**config.mk**
```make
export PLATFORM = sky130hd
export DESIGN_NAME = clk_div_prog
export DESIGN_NICKNAME = d
export VERILOG_FILES = /design/src/rtl/clk_div_prog.sv
export SDC_FILE = /design/constraint.sdc
export NUM_CORES = 1
export LEC_CHECK = 0
export CORE_MARGIN = 2
export CORE_UTILIZATION = 50
export DETAILED_ROUTE_END_ITERATION = 10
export PLACE_DENSITY = 0.72
export RECOVER_POWER = 100
export SKIP_CTS_REPAIR_TIMING = 1
export SLEW_MARGIN = 20
export SYNTH_ARGS = -nofsm -noshare
export SYNTH_HDL_FRONTEND = slang
export SYNTH_SLANG_ARGS = --single-unit
```
**constraint.sdc**
```tcl
create_clock -name clk -period 4.15 [get_ports clk]
set_input_delay 0.83 -clock clk [delete_from_list [all_inputs] [get_ports clk]]
set_output_delay 0.83 -clock clk [all_outputs]
set_load 0.03 [all_outputs]
```
**src/rtl/clk_div_prog.sv**
```systemverilog
// Clock-enable divider: power-of-two output chain plus a runtime-programmable
// integer divider whose ratio changes only at period boundaries.
module clk_div_prog #(
  parameter int WIDTH  = 8,
  parameter int STAGES = 3
) (
  input  logic              clk,
  input  logic              reset,
  input  logic              en,
  input  logic [WIDTH-1:0]  div_val,
  input  logic              div_load,
  output logic              div_busy,
  output logic              div_err,
  output logic              clk_div,
  output logic              tick,
  output logic [STAGES-1:0] clk_pow2
);

  localparam logic [WIDTH-1:0] DIV_MIN = WIDTH'(2);
  localparam logic [WIDTH-1:0] ONE     = WIDTH'(1);

  typedef enum logic {
    ST_IDLE = 1'b0,
    ST_PEND = 1'b1
  } load_state_e;

  load_state_e       r_state;
  load_state_e       w_state_next;
  logic [STAGES-1:0] r_pow_cnt;
  logic [WIDTH-1:0]  r_cnt;
  logic [WIDTH-1:0]  r_cur_div;
  logic [WIDTH-1:0]  r_pend_div;
  logic              r_err;
  logic              r_clk_div;
  logic              r_tick;

  logic              w_load_ok;
  logic              w_load_bad;
  logic              w_wrap;
  logic              w_apply;
  logic [WIDTH-1:0]  w_cnt_next;
  logic [WIDTH-1:0]  w_cur_next;
  logic [WIDTH-1:0]  w_pend_next;
  logic              w_clk_div_next;

  assign w_load_ok  = div_load && (div_val >= DIV_MIN);
  assign w_load_bad = div_load && (div_val < DIV_MIN);
  assign w_wrap     = en && (r_cnt == (r_cur_div - ONE));
  // The wrap sees the pending state from before this edge; a load on the
  // same edge is captured and waits for the following wrap.
  assign w_apply    = w_wrap && (r_state == ST_PEND);

  always_comb begin
    w_state_next = r_state;
    case (r_state)
      ST_IDLE: if (w_load_ok) w_state_next = ST_PEND;
      ST_PEND: if (w_apply && !w_load_ok) w_state_next = ST_IDLE;
      default: w_state_next = ST_IDLE;
    endcase
  end

  always_comb begin
    w_cur_next     = r_cur_div;
    w_pend_next    = r_pend_div;
    w_cnt_next     = r_cnt;
    w_clk_div_next = r_clk_div;
    if (w_apply)   w_cur_next  = r_pend_div;
    if (w_load_ok) w_pend_next = div_val;
    if (en) begin
      w_cnt_next     = w_wrap ? '0 : (r_cnt + ONE);
      w_clk_div_next = (w_cnt_next >= (w_cur_next >> 1));
    end
  end

  always_ff @(posedge clk or negedge reset) begin
    if (!reset) begin
      r_state    <= ST_IDLE;
      r_pow_cnt  <= '0;
      r_cnt      <= '0;
      r_cur_div  <= DIV_MIN;
      r_pend_div <= DIV_MIN;
      r_err      <= 1'b0;
      r_clk_div  <= 1'b0;
      r_tick     <= 1'b0;
    end else begin
      r_state    <= w_state_next;
      r_cnt      <= w_cnt_next;
      r_cur_div  <= w_cur_next;
      r_pend_div <= w_pend_next;
      r_err      <= w_load_bad;
      r_clk_div  <= w_clk_div_next;
      r_tick     <= w_wrap;
      if (en) r_pow_cnt <= r_pow_cnt + STAGES'(1);
    end
  end

  assign div_busy = (r_state == ST_PEND);
  assign div_err  = r_err;
  assign clk_div  = r_clk_div;
  assign tick     = r_tick;
  assign clk_pow2 = r_pow_cnt;

endmodule

```
==> results of run 1 <==
## cell usage after synthesis (3+ instances only)
library cell and number:
sky130_fd_sc_hd__xnor2_1 11, sky130_fd_sc_hd__mux2_4 4, sky130_fd_sc_hd__nor3_1 7, sky130_fd_sc_hd__and2_1 3, sky130_fd_sc_hd__a21oi_1 5, sky130_fd_sc_hd__nand2_1 21
sky130_fd_sc_hd__nor2_1 15, sky130_fd_sc_hd__mux2i_1 7, sky130_fd_sc_hd__xor2_1 4, sky130_fd_sc_hd__a21o_1 3, sky130_fd_sc_hd__o21ai_0 4, sky130_fd_sc_hd__inv_1 6
sky130_fd_sc_hd__dfrtp_1 29, sky130_fd_sc_hd__clkbuf_1 7, sky130_fd_sc_hd__ha_1 10, sky130_fd_sc_hd__and3_1 3, sky130_fd_sc_hd__mux2_2 9, sky130_fd_sc_hd__nand3_1 7
sky130_fd_sc_hd__nand2b_1 4
## layer usage
metal  global-route usage  part of all wire  up-vias
li1                     -                 -      679
met1               0.2618              0.45      696
met2               0.3557              0.49       22
met3              0.05208             0.025       16
met4               0.1250             0.039        0
met5                    0                 0        -
## logic make-up (layout without fill, tap and decap cells)
logic type / Yosys count / after routing / synth area share
xor gates and xnor gates: 15 / 15 / 0.07056
muxes: 20 / 20 / 0.1243
adders and majority gates: 10 / 10 / 0.06720
and+or+nand+nor: 72 / 72 / 0.1922
AOI/OAI and AO/OA: 21 / 21 / 0.08804
buffers and inverters: 17 / 36 / 0.03965
DFF: 31 / 31 / 0.4180
## critical path: cells and delay by family, from the launching register on
| kind | cells | cell delay, ps |
|---|---|---|
| xor+xnor | 1 | 160 |
| fa+ha+maj | 2 | 480 |
| flops | 1 | 470 |
| buf+inv | 1 | 90 |
| simple gates | 4 | 790 |
| mux | 1 | 350 |
| compound gates | 6 | 1230 |
## final timing paths
path,to,slack [ps]
hold reg to reg,r_pend_div[1],470
max in group asynchronous,div_err,1740
hold / removal,r_pend_div[1],470
min in group asynchronous,r_pend_div[6],1480
setup reg to reg,clk_div,500
setup / recovery,clk_div,500
## metrics by stage
step,power (mW),util,worst slack [ps],hold slack (ps)
final,0.9781,0.5950,499.7,466.1
after global routing,1.044,0.5950,268.3,495.4
after CTS,0.9975,0.6012,565.9,468.7
after detailed placement,0.7303,0.5727,442.1,457.9
after global placement,0.7155,0.5727,526.4,461.4
after floorplan,0.6319,-,599.4,437.5
## area by class of cell
cell class,count,share of cell area
inverter,6,0.01042
sequential,31,0.3600
clock inverter,1,0.003472
clock buffer,7,0.04456
timing repair buffer,22,0.09375
tap,48,0.02778
multi-input combinational,138,0.4601
## flip-flops by register name, summed over array words and instances (netlist names)
register,flops
r_cnt,8
r_cur_div,8
r_pend_div,8
clk_pow2,3
clk_div,1
div_busy,1
div_err,1
tick,1
## power groups by stage
stage | clock network, mW | registers [mW] | logic, mW
floorplan | 0 | 0.421 | 0.211
finish | 0.262 | 0.408 | 0.307
global placement | 0 | 0.410 | 0.305
detailed placement | 0 | 0.413 | 0.317
global route | 0.278 | 0.418 | 0.349
CTS | 0.269 | 0.408 | 0.320
==> impl_metrics.sql, run 1 <==
INSERT INTO impl_metrics (metric_group, metric, value, unit) VALUES
('pwr', 'power.ir.vdd_worst', '0.0003238', 'V'),
('global_route', 'grt_overflow', '0', ''),
('global_route', 'groute.usage.overall', '0.2176', ''),
('timing', 'tightestPinTransition', '1591', 'ps'),
('layout', 'seq_area', '778.2', 'um^2'),
('placement', 'portBuffers', '18', ''),
('pwr', 'combinationalPowerShare', '0.314', ''),
('timing', 'grt_setup_unrepaired', 'false', ''),
('placement', 'dpl.hpwl', '2.916', 'mm'),
('pwr', 'p_sw_frac', '0.3303', ''),
('synth', 'post_synth_num_cell_types', '40', ''),
('die', 'effective_utilization_at_floorplan', '0.5124', ''),
('routing', 'wire_per_inst', '15.25', 'um'),
('die', 'io_pins', '19', ''),
('timing', 'timing.max_slew.rel_slack', '-0.06058', ''),
('timing', 'final-max-slew-violation-count', '32', ''),
('synth', 'post_synth.cell_area_avg', '10.01', 'um^2'),
('placement', 'post-place-cells', '245', ''),
('min_path', 'hold_path_depth', '2', ''),
('global_route', 'antenna_found_initial', '0', ''),
('die', 'fp.coreArea', '3633', 'um^2'),
('cts', 'clk_pin_slew', '60', 'ps'),
('timing', 'period_share', '0.8796', ''),
('synth', 'synth_edf_count', '0', ''),
('layout', 'layout.nets', '226', ''),
('min_path', 'timing.hold.worst.class', 'reg2reg', ''),
('pwr', 'leakagePower', '1.000', 'nW'),
('pwr', 'power_density', '452.4', 'nW/um^2'),
('placement', 'placement.cell_area', '2081', 'um^2'),
('routing', 'drt-pass1-iter-count', '4', ''),
('timing', 'final_hold_viol_count', '0', ''),
('synth', 'synthesis.nets', '208', ''),
('pwr', 'power_frac_seq', '0.418', ''),
('cts', 'cts_htree_levels', '2', ''),
('layout', 'area_growth', '16.13', '%'),
('setup_path', 'slowest_stage', 'sky130_fd_sc_hd__dfrtp_1', ''),
('synth', 'synth_top_cell_area_share', '0.3898', ''),
('synth', 'synthesis.yosys.warnings', '0', ''),
('global_route', 'grt_pass1_vias', '1488', ''),
('run', 'max_cap_violations', '1', ''),
('timing', 'setup_viol', '0', ''),
('setup_path', 'timing.critical_path.cells', 'inv_1 > ha_1 > or3b_1 > nor3_1 > xnor2_1 > a2111oi_4 > nand2_4 > mux2_1 > ha_1 > nand2b_1 > a21o_1 > a21oi_1 > o21ai_0 > a211o_1 > o22a_1', ''),
('setup_path', 'required_time_reported_for_the_critical_path_endpoint', '4320', 'ps'),
('setup_path', 'worst_setup_path_start_kind', 'register', ''),
('die', 'die-area', '4228', 'um^2'),
('timing', 'fin_setup_tns', '0', 'ps'),
('synth', 'syn_area', '1862', 'um^2'),
('setup_path', 'worstReg2RegStart', 'r_cur_div[0]', ''),
('run_status', 'failing_checks', 'max-capacitance violations, max-slew violations', ''),
('layout', 'post_layout_instance_count_excluding_filler_cells', '253', ''),
('routing', 'dr_total_vias', '1413', ''),
('cts', 'clk_latency_worst_skew_pair', '280', 'ps'),
('run_status', 'status', 'complete, but fails checks', ''),
('routing', 'antenna_violating_nets_post_route', '0', ''),
('pwr', 'power_switching', '0.3230', 'mW'),
('routing', 'drc', '0', ''),
('layout', 'fin_area', '2162', 'um^2'),
('pwr', 'internal_power', '0.6551', 'mW'),
('timing', 'fmaxAchievable', '274.0', 'MHz'),
('cts', 'cts.path.max_buffers', '2', ''),
('setup_path', 'path_common_cell', 'sky130_fd_sc_hd__ha_1', ''),
('synth', 'synth_seq_area_share', '0.4180', ''),
('die', 'die_height', '65.02', 'um'),
('timing', 'period_needed', '3650', 'ps'),
('layout', 'multi_input_comb_area', '994.7', 'um^2'),
('timing', 'timing.clock.skew', '2.777', 'ps'),
('routing', 'viasPerCell', '5.585', ''),
('cts', 'clock-root-buffer', 'sky130_fd_sc_hd__clkbuf_8', ''),
('pwr', 'clock_power_share', '0.268', ''),
('cts', 'numCtsBuffers', '5', ''),
('cts', 'tritoncts_clock_tree', 'built', '');
(Power assumes the default switching activity.)
==> run 2, diff against run 1 <==
--- a/config.mk
+++ b/config.mk
@@ -8,7 +8,7 @@
 export CORE_MARGIN = 2
 export CORE_UTILIZATION = 50
 export DETAILED_ROUTE_END_ITERATION = 10
-export PLACE_DENSITY = 0.72
+export PLACE_DENSITY = 0.74
 export RECOVER_POWER = 100
 export SKIP_CTS_REPAIR_TIMING = 1
 export SLEW_MARGIN = 20
==> constraint.sdc (replaced) <==
create_clock -name clk -period 3.3 [get_ports clk]
set_input_delay 0.66 -clock clk [delete_from_list [all_inputs] [get_ports clk]]
set_output_delay 0.66 -clock clk [all_outputs]
set_load 0.03 [all_outputs]
==> run 2 against run 1 <==
  * The run still ends with max-capacitance violations, max-slew violations left
  * Setup slack got worse by 490 ps
  * Power rose by 28%
  * Sequential power rose by 27%
  * Final area rose by 8.0%
  * Clock skew rose by 4.3 ps
  * Critical path depth did not move
  * Non-clock buffer count rose by 9
  * Sequential cell count did not move
  * Worst hold slack improved by 13 ps
  * Core utilization rose by 4.8 points
  * Wire length fell by 0.52%
==> impl_metrics.sql, run 2 (synthesis results as in run 1) <==
INSERT INTO impl_metrics (metric_group, metric, value, unit) VALUES
('run_status', 'status', 'complete, but fails checks', ''),
('run_status', 'failing_checks', 'max-capacitance violations, max-slew violations', ''),
('pwr', 'power_density', '536.0', 'nW/um^2'),
('setup_path', 'timing.critical_path.cells', 'inv_2 > ha_4 > xnor2_1 > a21oi_1 > o2111ai_2 > a2111oi_4 > nand2_4 > mux2_4 > ha_4 > nand2b_4 > a21o_1 > a21oi_2 > o21ai_1 > a211o_1 > o22a_1', ''),
('timing', 'period_share', '0.9974', ''),
('cts', 'clock-root-buffer', 'sky130_fd_sc_hd__clkbuf_8', ''),
('layout', 'final_util', '0.6426', ''),
('min_path', 'timing.hold.worst.class', 'reg2reg', ''),
('die', 'die-area', '4228', 'um^2'),
('die', 'fp.coreArea', '3633', 'um^2'),
('routing', 'dr.first_iter.drc_count', '64', ''),
('setup_path', 'worstReg2RegStart', 'r_cur_div[1]', ''),
('placement', 'dpl.hpwl', '2.898', 'mm'),
('global_route', 'maximum_number_of_pins_on_one_net_before_global_route_repair', '32', ''),
('layout', 'final_layout_size_suffix_gt1_frac', '0.2290', ''),
('layout', 'layout_top_registers', 'r_cnt x8, r_cur_div x8, r_pend_div x8', ''),
('placement', 'detailedPlace.worstSlack', '-29.77', 'ps'),
('min_path', 'worst_hold_startpoint', 'clk_pow2[2]', ''),
('cts', 'tritoncts_clock_tree', 'built', ''),
('run', 'max_cap_violations', '1', ''),
('layout', 'layout.nets', '235', ''),
('timing', 'timing.max_slew.rel_slack', '-0.05603', ''),
('die', 'placementRows', '22', ''),
('pwr', 'power.ir.vdd_worst', '0.0004653', 'V'),
('timing', 'final-max-slew-violation-count', '32', ''),
('routing', 'drc', '0', ''),
('placement', 'portBuffers', '18', ''),
('layout', 'layout.cells.most_common_list', 'sky130_fd_sc_hd__dfrtp_1, sky130_fd_sc_hd__nand2_1, sky130_fd_sc_hd__nor2_1', ''),
('routing', 'dr_total_vias', '1445', ''),
('setup_path', 'regToRegSetupSlack', '9', 'ps'),
('routing', 'finalWirelength', '3.838', 'mm'),
('setup_path', 'worstPathMaxFanout', '3', ''),
('setup_path', 'slowest_stage', 'sky130_fd_sc_hd__dfstp_2', ''),
('layout', 'area_growth', '25.40', '%'),
('pwr', 'p_sw_frac', '0.3303', ''),
('pwr', 'power_frac_seq', '0.415', ''),
('pwr', 'internal_power', '0.8380', 'mW'),
('min_path', 'min_to', 'clk_pow2[2]', ''),
('cts', 'cts_htree_levels', '2', ''),
('layout', 'fillerInstances', '313', ''),
('routing', 'wire_per_inst', '14.65', 'um'),
('pwr', 'leakagePower', '1.067', 'nW'),
('setup_path', 'critPathCaptureType', 'register', ''),
('global_route', 'grt_first_pass_wirelength', '6.513', 'mm'),
('placement', 'gpl.final_weighted_congestion', '0.9049', ''),
('setup_path', 'required_time_reported_for_the_critical_path_endpoint', '3460', 'ps'),
('global_route', 'grt_pass1_vias', '1407', ''),
('pwr', 'combinationalPowerShare', '0.333', ''),
('cts', 'cts.path.max_buffers', '2', ''),
('timing', 'fmaxAchievable', '303.8', 'MHz'),
('cts', 'clk_pin_slew', '60', 'ps'),
('global_route', 'grt_overflow', '0', ''),
('setup_path', 'setup.worst_path.class', 'reg2reg', ''),
('timing', 'fin_setup_tns', '0', 'ps'),
('timing', 'setup_ws_post_layout', '8.645', 'ps'),
('routing', 'antenna_violating_nets_post_route', '0', ''),
('die', 'effective_utilization_at_floorplan', '0.5124', ''),
('min_path', 'hold_path_depth', '1', ''),
('layout', 'layout_commonest_cell', 'sky130_fd_sc_hd__dfrtp_1', ''),
('routing', 'drt-pass1-iter-count', '4', ''),
('layout', 'antenna_cells_inserted', '0', ''),
('timing', 'timing.clock.skew', '7.043', 'ps'),
('global_route', 'antenna_found_initial', '0', ''),
('cts', 'numClockSinks', '31', ''),
('setup_path', 'path_common_cell', 'sky130_fd_sc_hd__ha_4', ''),
('timing', 'grt_setup_unrepaired', 'true', ''),
('die', 'io_pins', '19', ''),
('routing', 'viasPerCell', '5.515', ''),
('setup_path', 'r2r_cells', '15', ''),
('die', 'die_width', '65.02', 'um'),
('global_route', 'groute.usage.overall', '0.2039', ''),
('pwr', 'clock_power_share', '0.252', ''),
('setup_path', 'worst_setup_path_start_kind', 'register', ''),
('setup_path', 'timing.critical_path.slowest_cell_delay', '560', 'ps'),
('timing', 'hold_slack', '479.1', 'ps'),
('die', 'die_height', '65.02', 'um'),
('pwr', 'power_switching', '0.4134', 'mW'),
('timing', 'period_needed', '3291', 'ps'),
('timing', 'final_hold_viol_count', '0', ''),
('cts', 'numCtsBuffers', '5', ''),
('setup_path', 'worst_ep_arrival_time', '3460', 'ps'),
('timing', 'setup_viol', '0', ''),
('cts', 'clk_latency_worst_skew_pair', '280', 'ps'),
('setup_path', 'r2r-end', 'clk_div', ''),
('timing', 'tightestPinTransition', '1584', 'ps');
-- run 2: layout make-up --
| class | count | area [um^2] | area share |
|---|---|---|---|
| inverters | 6 | 22.52 | 0.009646 |
| repair buffers | 31 | 277.8 | 0.1190 |
| well taps | 48 | 60.06 | 0.02572 |
| multi-input cells | 138 | 1096 | 0.4695 |
| flip-flops and latches | 31 | 778.2 | 0.3333 |
| clock buffers | 8 | 100.1 | 0.04287 |
-- run 2: routing by layer --
layer  wire length (um)  vias to the layer above  GRT usage
met1               1717                      707     0.2753
met2               1941                       28     0.3183
met3                140                        5    0.06076
li1                   -                      705          -
met5                  0                        -          0
met4                 39                        0    0.05990
-- run 2: worst max-delay path by stage --
stage	from	endpoint	slack [ps]	cells after the start
after detailed placement	en	clk_div	-30	12
after CTS	r_cur_div[0]	clk_div	-40	14
after global placement	en	clk_div	50	12
final	r_cur_div[1]	clk_div	9	15
after floorplan	r_cur_div[0]	clk_div	-100	15
after global routing	r_cur_div[1]	clk_div	-130	15
-- run 2: worst max-delay path, delay by kind of cell (launching register included) --
kind | cells | cell delay, ps
AOI/OAI and AO/OA | 8 | 1460
muxes | 1 | 330
adders and majority gates | 2 | 440
xor gates and xnor gates | 1 | 120
buffers and inverters | 1 | 50
DFF | 1 | 560
and+or+nand+nor | 2 | 220
-- run 2: per-stage QoR --
| step | cells | total power [mW] | area [um^2] |
|---|---|---|---|
| floorplan | 186 | 0.8022 | 1906 |
| global placement | 253 | 0.9091 | 2185 |
| detailed placement | 253 | 0.9342 | 2185 |
| CTS | 261 | 1.259 | 2285 |
| global route | 262 | 1.344 | 2335 |
| finish | 262 | 1.251 | 2335 |
-- run 2: power by group through the flow --
stage / clock (mW) / sequential [mW] / combinational (mW)
finish: 0.316 / 0.519 / 0.417
global placement: 0 / 0.519 / 0.391
detailed placement: 0 / 0.524 / 0.411
global route: 0.344 / 0.526 / 0.473
floorplan: 0 / 0.529 / 0.273
CTS: 0.328 / 0.517 / 0.414
